### src/rtl/pwm_pkg.sv
// pwm_pkg: shared widths, duty ceiling and ramp FSM state encoding
package pwm_pkg;
    localparam int DUTY_W_DEF = 5;
    localparam int STEP_W_DEF = 3;
    localparam int HOLD_W_DEF = 8;
    localparam int DUTY_MAX   = 2**DUTY_W_DEF - 1;
    typedef enum logic [1:0] {IDLE = 2'd0, RAMP = 2'd1} state_t;
endpackage

### src/rtl/duty_slew.sv
// duty_slew: one saturating duty step from cur toward tgt, never overshooting or wrapping
module duty_slew #(
    parameter int DUTY_W = 5,
    parameter int STEP_W = 3
) (
    input  logic [DUTY_W-1:0] cur,
    input  logic [DUTY_W-1:0] tgt,
    input  logic [STEP_W-1:0] step,
    output logic [DUTY_W-1:0] nxt,
    output logic              at_tgt
);
    logic [DUTY_W:0] stp_x;
    logic [DUTY_W:0] up_sum;
    logic [DUTY_W:0] dn_dif;
    assign stp_x  = {{(DUTY_W+1-STEP_W){1'b0}}, step};
    assign up_sum = {1'b0, cur} + stp_x;
    assign dn_dif = {1'b0, cur} - stp_x;
    assign nxt    = (tgt > cur)
                  ? ((up_sum >= {1'b0, tgt}) ? tgt : up_sum[DUTY_W-1:0])
                  : ((dn_dif[DUTY_W] || dn_dif[DUTY_W-1:0] <= tgt) ? tgt : dn_dif[DUTY_W-1:0]);
    assign at_tgt = nxt == tgt;
endmodule

### src/rtl/pwm_ramp_ctrl.sv
// pwm_ramp_ctrl: slews the PWM duty toward a commanded target, updating only at period boundaries
module pwm_ramp_ctrl
    import pwm_pkg::*;
#(
    parameter int DUTY_W = DUTY_W_DEF,
    parameter int STEP_W = STEP_W_DEF,
    parameter int HOLD_W = HOLD_W_DEF
) (
    input  logic              clk,
    input  logic              rst,
    input  logic              enable,
    input  logic              period_end,
    input  logic              cmd_valid,
    output logic              cmd_ready,
    input  logic [DUTY_W-1:0] cmd_target,
    input  logic [STEP_W-1:0] cmd_step,
    input  logic [HOLD_W-1:0] cmd_hold,
    output logic [DUTY_W-1:0] duty_out,
    output logic              duty_upd,
    output logic              busy,
    output logic              done
);
    state_t            state, state_n;
    logic [DUTY_W-1:0] tgt_q;
    logic [STEP_W-1:0] step_q;
    logic [HOLD_W-1:0] hold_q;
    logic [HOLD_W-1:0] dwell;
    logic [DUTY_W-1:0] nxt;
    logic              at_tgt;
    logic              xfer;
    logic              step_now;

    assign cmd_ready = (state == IDLE) && enable;
    assign busy      = state == RAMP;
    assign xfer      = cmd_valid && cmd_ready;
    assign step_now  = busy && period_end && dwell == '0;

    duty_slew #(.DUTY_W(DUTY_W), .STEP_W(STEP_W)) u_slew (
        .cur    (duty_out),
        .tgt    (tgt_q),
        .step   (step_q),
        .nxt    (nxt),
        .at_tgt (at_tgt)
    );

    // FSM next state: disable always wins, a matching target never enters RAMP
    always_comb begin
        state_n = !enable                                   ? IDLE
                : (state == IDLE && xfer && cmd_target != duty_out) ? RAMP
                : (step_now && at_tgt)                      ? IDLE
                : state;
    end

    // state register
    always_ff @(posedge clk or posedge rst) begin
        if (rst) state <= IDLE;
        else     state <= state_n;
    end

    // command latches, dwell countdown and the registered duty with its pulses
    always_ff @(posedge clk or posedge rst) begin
        if (rst) begin
            tgt_q    <= '0;
            step_q   <= '0;
            hold_q   <= '0;
            dwell    <= '0;
            duty_out <= '0;
            duty_upd <= 1'b0;
            done     <= 1'b0;
        end else begin
            duty_upd <= 1'b0;
            done     <= 1'b0;
            if (!enable) begin
                duty_out <= '0;
                duty_upd <= |duty_out;
                dwell    <= '0;
            end else if (xfer) begin
                tgt_q  <= cmd_target;
                step_q <= cmd_step | STEP_W'(cmd_step == '0);
                hold_q <= cmd_hold;
                dwell  <= cmd_hold;
                done   <= cmd_target == duty_out;
            end else if (busy && period_end) begin
                if (dwell != '0) begin
                    dwell <= dwell - 1'b1;
                end else begin
                    duty_out <= nxt;
                    duty_upd <= 1'b1;
                    done     <= at_tgt;
                    dwell    <= hold_q;
                end
            end
        end
    end
endmodule

### config.mk
export PLATFORM = sky130hd
export DESIGN_NAME = pwm_ramp_ctrl
export DESIGN_NICKNAME = d
export VERILOG_FILES = /design/src/rtl/pwm_pkg.sv /design/src/rtl/duty_slew.sv /design/src/rtl/pwm_ramp_ctrl.sv
export SDC_FILE = /design/constraint.sdc
export NUM_CORES = 1
export LEC_CHECK = 0
export CAP_MARGIN = 20
export CORE_UTILIZATION = 51
export CTS_CLUSTER_DIAMETER = 30
export CTS_CLUSTER_SIZE = 16
export DETAILED_ROUTE_END_ITERATION = 7
export GPL_ROUTABILITY_DRIVEN = 0
export HOLD_SLACK_MARGIN = 0.06
export PLACE_DENSITY = 0.87
export RECOVER_POWER = 50
export SYNTH_ARGS = -nofsm -noshare
export SYNTH_HDL_FRONTEND = slang
export SYNTH_SLANG_ARGS = --single-unit
### constraint.sdc
create_clock -name clk -period 3.3 [get_ports clk]
set_input_delay 0.66 -clock clk [delete_from_list [all_inputs] [get_ports clk]]
set_output_delay 0.66 -clock clk [all_outputs]
set_load 0.02 [all_outputs]
# Word-level counts from Yosys, hierarchy flattened
# Index checks and enable logic that the tools add are counted.
[totals]
wordCells = 61
reg_bits = 33
inputBits = 21
output_inout_bits = 9
[classes]
order_cmp = 3
n_eq_ne = 9
bitwise = 1
n_reduce_logical = 15
mux = 22
addsub = 3
[op_table]
columns = ["operator", "n"]
rows = [
  ["two-way mux 5 bit", 7],
  ["two-way mux 8 bit", 4],
  ["equality test 5 bit", 2],
  ["logical NOT 8 bit", 1],
  ["two-way mux 1 bit", 8],
  ["nonzero test 8 bit", 1],
  ["subtractor 8 x 1 -> 8 bit, second input constant", 1],
  ["logical AND 1 bit", 7],
  ["adder 5 x 3 -> 6 bit", 1],
  [">= comparator 6 x 5 -> 1 bit", 1],
  ["two-way mux 2 bit", 3],
  ["!= test 3 x 1 -> 1 bit, second input constant", 2],
  ["subtractor 5 x 3 -> 6 bit", 1],
  ["> comparator 5 bit", 1],
  ["less-or-equal comparator 5 bit", 1],
  ["!= test 5 bit", 1],
  ["OR reduction 5 bit", 1],
  ["!= test 2 bit, second input constant", 2],
  ["logical NOT 3 bit", 1],
  ["OR 3 x 1 -> 3 bit", 1],
  ["AND reduction 3 bit", 1],
  ["equality test 2 x 1 -> 1 bit, second input constant", 1],
  ["logical NOT 2 bit", 1],
  ["!= test 2 x 1 -> 1 bit, second input constant", 1],
  ["other kinds (2)", 2],
]

# Longest topological paths before layout
[depth]
ltp_word = 10
mapped_depth = 15
depth_no_buf = 14

# By module
# A second synthesis with hierarchy kept.
[hier_totals]
cells_unflattened = 302
area_unflattened_um2 = 2532.4
[modules_own_cells]
columns = ["module", "instances", "cells_per_inst", "area_each_um2"]
rows = [
  ["pwm_ramp_ctrl", 1, 188, 1667.8],
  ["duty_slew", 1, 114, 864.6],
]

# Least setup slack after synthesis
# No wires, ideal clock.
[synth_path]
kind = "reg-to-reg"
startpoint = "register duty_out[0]"
endpoint = "register duty_out[0]"
period_less_slack_ns = 3.341
path_stages_with_launch = 16
required_time_ns = 3.217
arrival_ns = 3.258
path_slack_ns = -0.041
setup_time_ns = 0.083
path_cell_list = "dfrtp_1 > inv_1 > ha_1 > fa_1 > nor2b_1 > nor3_2 > xnor2_1 > ha_1 > nand4_1 > o221ai_1 > o21ai_0 > or3_1 > buf_2 > nand2_4 > mux2_2 > o21ai_0"
[synth_between]
elab_chain_len = 9
word_cells_on_any_way = 13
[synth_rtl]
columns = ["item", "line_no", "text"]
rows = [
  ["start, declared", "pwm_ramp_ctrl.sv:18", "output logic [DUTY_W-1:0] duty_out,"],
  ["start signal, assigned", "pwm_ramp_ctrl.sv:87", "duty_out <= nxt;"],
  ["subtractor 5 x 3 -> 6 bit", "duty_slew.sv:17", "assign dn_dif = {1'b0, cur} - stp_x;"],
  ["less-or-equal comparator 5 bit", "duty_slew.sv:20", ": ((dn_dif[DUTY_W] || dn_dif[DUTY_W-1:0] <= tgt) ? tgt : dn_dif[DUTY_W-1:0]);"],
  ["logical OR 1 bit", "duty_slew.sv:20", ""],
  ["two-way mux 5 bit", "duty_slew.sv:20", ""],
  ["two-way mux 5 bit (*)", "duty_slew.sv:19", "? ((up_sum >= {1'b0, tgt}) ? tgt : up_sum[DUTY_W-1:0])"],
  ["two-way mux 5 bit (*)", "pwm_ramp_ctrl.sv:84", "if (dwell != '0) begin"],
  ["two-way mux 5 bit (*)", "pwm_ramp_ctrl.sv:83", "end else if (busy && period_end) begin"],
  ["two-way mux 5 bit (*)", "pwm_ramp_ctrl.sv:77", "end else if (xfer) begin"],
  ["two-way mux 5 bit (*)", "pwm_ramp_ctrl.sv:73", "if (!enable) begin"],
]
# Every way passes the cells marked *; elsewhere a longest branch is shown, timed or not. The select of a mux whose other input is x is not followed.
# A chain may end at the register's enable or synchronous reset.

# Worst setup path after layout
[layout_path]
startpoint = "register step_q[0]"
endpoint = "register duty_out[0]"
[layout_between]
elab_chain_len = 9
word_cells_on_any_way = 12
[layout_rtl]
columns = ["item", "line_no", "text"]
rows = [
  ["start, declared", "pwm_ramp_ctrl.sv:25", "logic [STEP_W-1:0] step_q;"],
  ["start signal, assigned", "pwm_ramp_ctrl.sv:79", "step_q <= cmd_step | STEP_W'(cmd_step == '0);"],
  ["subtractor 5 x 3 -> 6 bit", "duty_slew.sv:17", ""],
  ["less-or-equal comparator 5 bit", "duty_slew.sv:20", ""],
  ["logical OR 1 bit", "duty_slew.sv:20", ""],
  ["two-way mux 5 bit", "duty_slew.sv:20", ""],
  ["two-way mux 5 bit (*)", "duty_slew.sv:19", ""],
  ["two-way mux 5 bit (*)", "pwm_ramp_ctrl.sv:84", ""],
  ["two-way mux 5 bit (*)", "pwm_ramp_ctrl.sv:83", ""],
  ["two-way mux 5 bit (*)", "pwm_ramp_ctrl.sv:77", ""],
  ["two-way mux 5 bit (*)", "pwm_ramp_ctrl.sv:73", ""],
]
# Marked as above.

==> implementation parameters <==
Parameter                              Value

Synthesis
  Register area share after synthesis    0.327
  Post-Synthesis Cells    285
  Top FF cell, synth    sky130_fd_sc_hd__dfrtp_1
  Post-synth net total    331
  Area share of the largest cell type after synthesis    0.327
  Count of cell types in the netlist    51
  Post-synth EDFFs    0
  Async set or reset register ratio after synthesis    1.00
  Mean post-synth cell area    8.60 um2
  Synth warnings    0
  Synth top area cells    sky130_fd_sc_hd__dfrtp_1 33%, sky130_fd_sc_hd__ha_1 12%, sky130_fd_sc_hd__nand2_1 8.3%, sky130_fd_sc_hd__xnor2_1 5.7%, sky130_fd_sc_hd__o21ai_0 4.9%
  Number of register bits inferred by synthesis    32
  Netlist area before placement    0.00245 mm2
  Cell type with the largest total area after synthesis    sky130_fd_sc_hd__dfrtp_1

Clocking
  Clock insertion delay at the later pin of the skew report    0.30 ns
  Clock root buffer    sky130_fd_sc_hd__clkbuf_8
  Sink count of the clock tree    32
  CTS tree    yes
  CTS H-tree depth    2
  Clock slew at the register clock pins of the worst setup and hold paths    0.07 ns
  Post-CTS Hold Buffers    0
  Maximum number of buffers from clock root to sink    2
  TritonCTS buffer count    5

Finish
  Fraction of layout instances using a drive strength above 1    0.137
  Area growth, synth to finish    21.5%
  Net count, final    367
  Final cell count without fillers    373
  Utilization after layout    0.666
  Layout Cell Area excl Fill    0.00298 mm2
  Antenna Cells    0
  Most common library cell in the layout ignoring fill and taps    sky130_fd_sc_hd__nand2_1
  Most frequent cells in the layout    54 x sky130_fd_sc_hd__nand2_1, 30 x sky130_fd_sc_hd__dfrtp_1, 25 x sky130_fd_sc_hd__clkdlybuf4s50_1, 23 x sky130_fd_sc_hd__ha_1

Detailed routing
  DRC violation total after the first TritonRoute iteration    189
  Total Wirelength    6020 um
  Total via count in the routed design    2193
  DRT antenna net count    0
  Mean number of vias per cell    5.88
  Drt first pass iters    6
  Average wire length per cell after detail routing    16.1 um
  DRC errors left    1

Placement
  # port buffers    29
  Post-Place Cells    363
  Placed wire-length estimate    4580 um
  Dpl cell area    0.00282 mm2

STA
  Final critical-path required period    3.09 ns
  Slew of the pin with the lowest slew margin    1.72 ns
  Relative slew margins    -0.149
  Period utilization    0.937
  Timing-limited maximum frequency    323 MHz
  Final count of pins violating max slew    33
  Number of setup violations in the final report    0
  Worst clock skew    0.00658 ns
  Setup repair after global routing missed its margin    no
  Post-Route Hold Slack    0.476 ns
  Hold Fails Final Rpt    0

Floorplan
  Std cell rows    24
  Area of the die    0.00509 mm2
  Horiz. Die Dim    71.3 um
  Die height    71.3 um
  Number of ports placed on the die boundary    30
  Starting utilization of the core area    0.548
  CORE AREA    0.00447 mm2

Global route
  Maximum number of pins on one net before global-route repair    33
  Overflow left after global routing    0
  Wire length of the first global-routing pass    9980 um
  Via count of the first global-routing pass    2118
  GRT Util Overall    0.256
  Antenna violations before repair    0

Critical path
  Largest driver fanout on the critical path    4
  Most Frequent Cell on Critical Path    sky130_fd_sc_hd__ha_1
  Series of cell instances along the critical path    ha_1 > fa_2 > nor2b_2 > nor3_2 > xnor2_1 > ha_1 > nand4_1 > o221ai_1 > o21ai_1 > or3_4 > nand2_4 > mux2_2 > o21ai_2
  Setup slack of the worst register-to-register path    0.21 ns
  Reg2Reg Launch Point    step_q[0]
  Worst setup SP type    register
  Arrival time at the worst endpoint    3.31 ns
  Slowest stage cell, crit path    sky130_fd_sc_hd__dfrtp_1
  RR Endpoint    duty_out[0]
  Maximum single-stage delay on the critical path    0.41 ns
  Depth of the most critical reg-to-reg path    13
  Category of the critical setup timing path    register to register
  Required time at the endpoint of the critical path    3.51 ns
  Worst setup EP type    register

Power
  Final Total Pwr    2.03 mW
  Sequential share of power    0.286
  Switching part of the total    0.424
  Share of total power in combinational logic    0.548
  Max VDD drop    0.000361 V
  Fraction of power consumed by the clock network    0.165
  Switching power of the nets    0.861 mW
  PD cells    682 mW/mm2
  Internal cell power    1.17 mW
  Static leakage    1.36 nW

Run
  Number of violations of the max-capacitance limit    1

Status
  Outcome    finished, violations left
  Failing checks    DRC, capacitance limit, slew limit

Min path
  Count of cells along the worst hold path    1
  Hold_sp    hold_q[7]
  Worst hold path class    register to register
  Min-Delay Endpoint    hold_q[7]
-- worst max-delay path by stage --
stage                           start     endpoint  cells after the start
after global placement      step_q[1]     state[0]                     14
after floorplan           duty_out[1]  duty_out[0]                     14
after detailed placement  duty_out[1]  duty_out[0]                     13
after global routing        step_q[1]     state[0]                     14
after CTS                 duty_out[1]  duty_out[0]                     13
final                       step_q[0]  duty_out[0]                     13
-- what timing repair did --
item	in CTS	in global routing
endpoints found under the hold margin	0	0
pin swaps	0	6
endpoints found under the setup margin	6	7
resized for setup	4	11
setup buffers	0	3
gates cloned	0	0
-- cells by family (layout without fill, tap and decap cells) --
group	after synthesis	in the layout	synth area share
adder cells (fa/ha/maj)	25	25	0.134
AND/OR/NAND/NOR	103	103	0.200
XOR/XNOR	23	23	0.0898
flip-flops	32	32	0.327
multiplexers	2	2	0.00919
buffers and inverters	33	69	0.0597
AO/OA/AOI/OAI	67	67	0.181
-- routing by layer --
layer	wire (um)	vias to the layer above	GRT usage
met5	0	-	0
met4	158	0	0.136
met3	487	18	0.0534
met2	2780	106	0.398
met1	2590	1025	0.337
li1	-	1044	-
-- cell usage after synthesis, types with 2 or more instances --
library cell               count
sky130_fd_sc_hd__nand2_1      54
sky130_fd_sc_hd__dfrtp_1      32
sky130_fd_sc_hd__o21ai_0      24
sky130_fd_sc_hd__ha_1         23
sky130_fd_sc_hd__inv_1        21
sky130_fd_sc_hd__nor2_1       16
sky130_fd_sc_hd__xnor2_1      16
sky130_fd_sc_hd__a21oi_1      13
sky130_fd_sc_hd__nor3_1        7
sky130_fd_sc_hd__a211oi_1      6
sky130_fd_sc_hd__clkbuf_1      6
sky130_fd_sc_hd__xor2_1        6
sky130_fd_sc_hd__nor2b_1       4
sky130_fd_sc_hd__o31ai_1       4
sky130_fd_sc_hd__and3_1        3
sky130_fd_sc_hd__buf_2         3
sky130_fd_sc_hd__nand2b_1      3
sky130_fd_sc_hd__nor4_1        3
sky130_fd_sc_hd__o22ai_1       3
sky130_fd_sc_hd__a31oi_1       2
sky130_fd_sc_hd__buf_6         2
sky130_fd_sc_hd__fa_1          2
sky130_fd_sc_hd__mux2_2        2
sky130_fd_sc_hd__nand3_1       2
sky130_fd_sc_hd__o21ai_1       2
-- critical path: cells and delay by family (launching register included) --
| kind | cells | cell delay, ns |
|---|---|---|
| simple gates | 5 | 0.76 |
| xor+xnor | 1 | 0.17 |
| compound gates | 3 | 0.40 |
| mux | 1 | 0.34 |
| flops | 1 | 0.41 |
| fa+ha+maj | 3 | 0.94 |
-- flip-flops by register name, summed over array words and instances (netlist names) --
register	count
hold_q	8
tgt_q	5
state	1
duty_upd	1
done	1
step_q	3
dwell	8
duty_out	5
-- final cells by class --
class	count	area, um2
timing repair buffer	41	389
tap	52	65.1
clock buffer	7	96.3
inverter	21	78.8
sequential	32	803
fill	354	1500
multi-input combinational	220	1550
-- metrics by stage --
stage          TNS, ns  worst slack [ns]
3_3_place_gp         0            0.0651
4_1_cts              0           0.00422
2_1_floorplan        0            0.0207
6_report             0             0.206
5_1_grt              0            0.0343
3_5_place_dp    -0.287            -0.142
-- power groups by stage --
stage / Combinational [mW] / Clock [mW] / Sequential (mW)
2_1_floorplan: 0.789 / 0 / 0.567
3_3_place_gp: 0.993 / 0 / 0.577
3_5_place_dp: 1.04 / 0 / 0.585
4_1_cts: 1.05 / 0.339 / 0.578
5_1_grt: 1.24 / 0.354 / 0.590
6_report: 1.11 / 0.336 / 0.582
No activity file was read; power rests on OpenSTA's default activity.
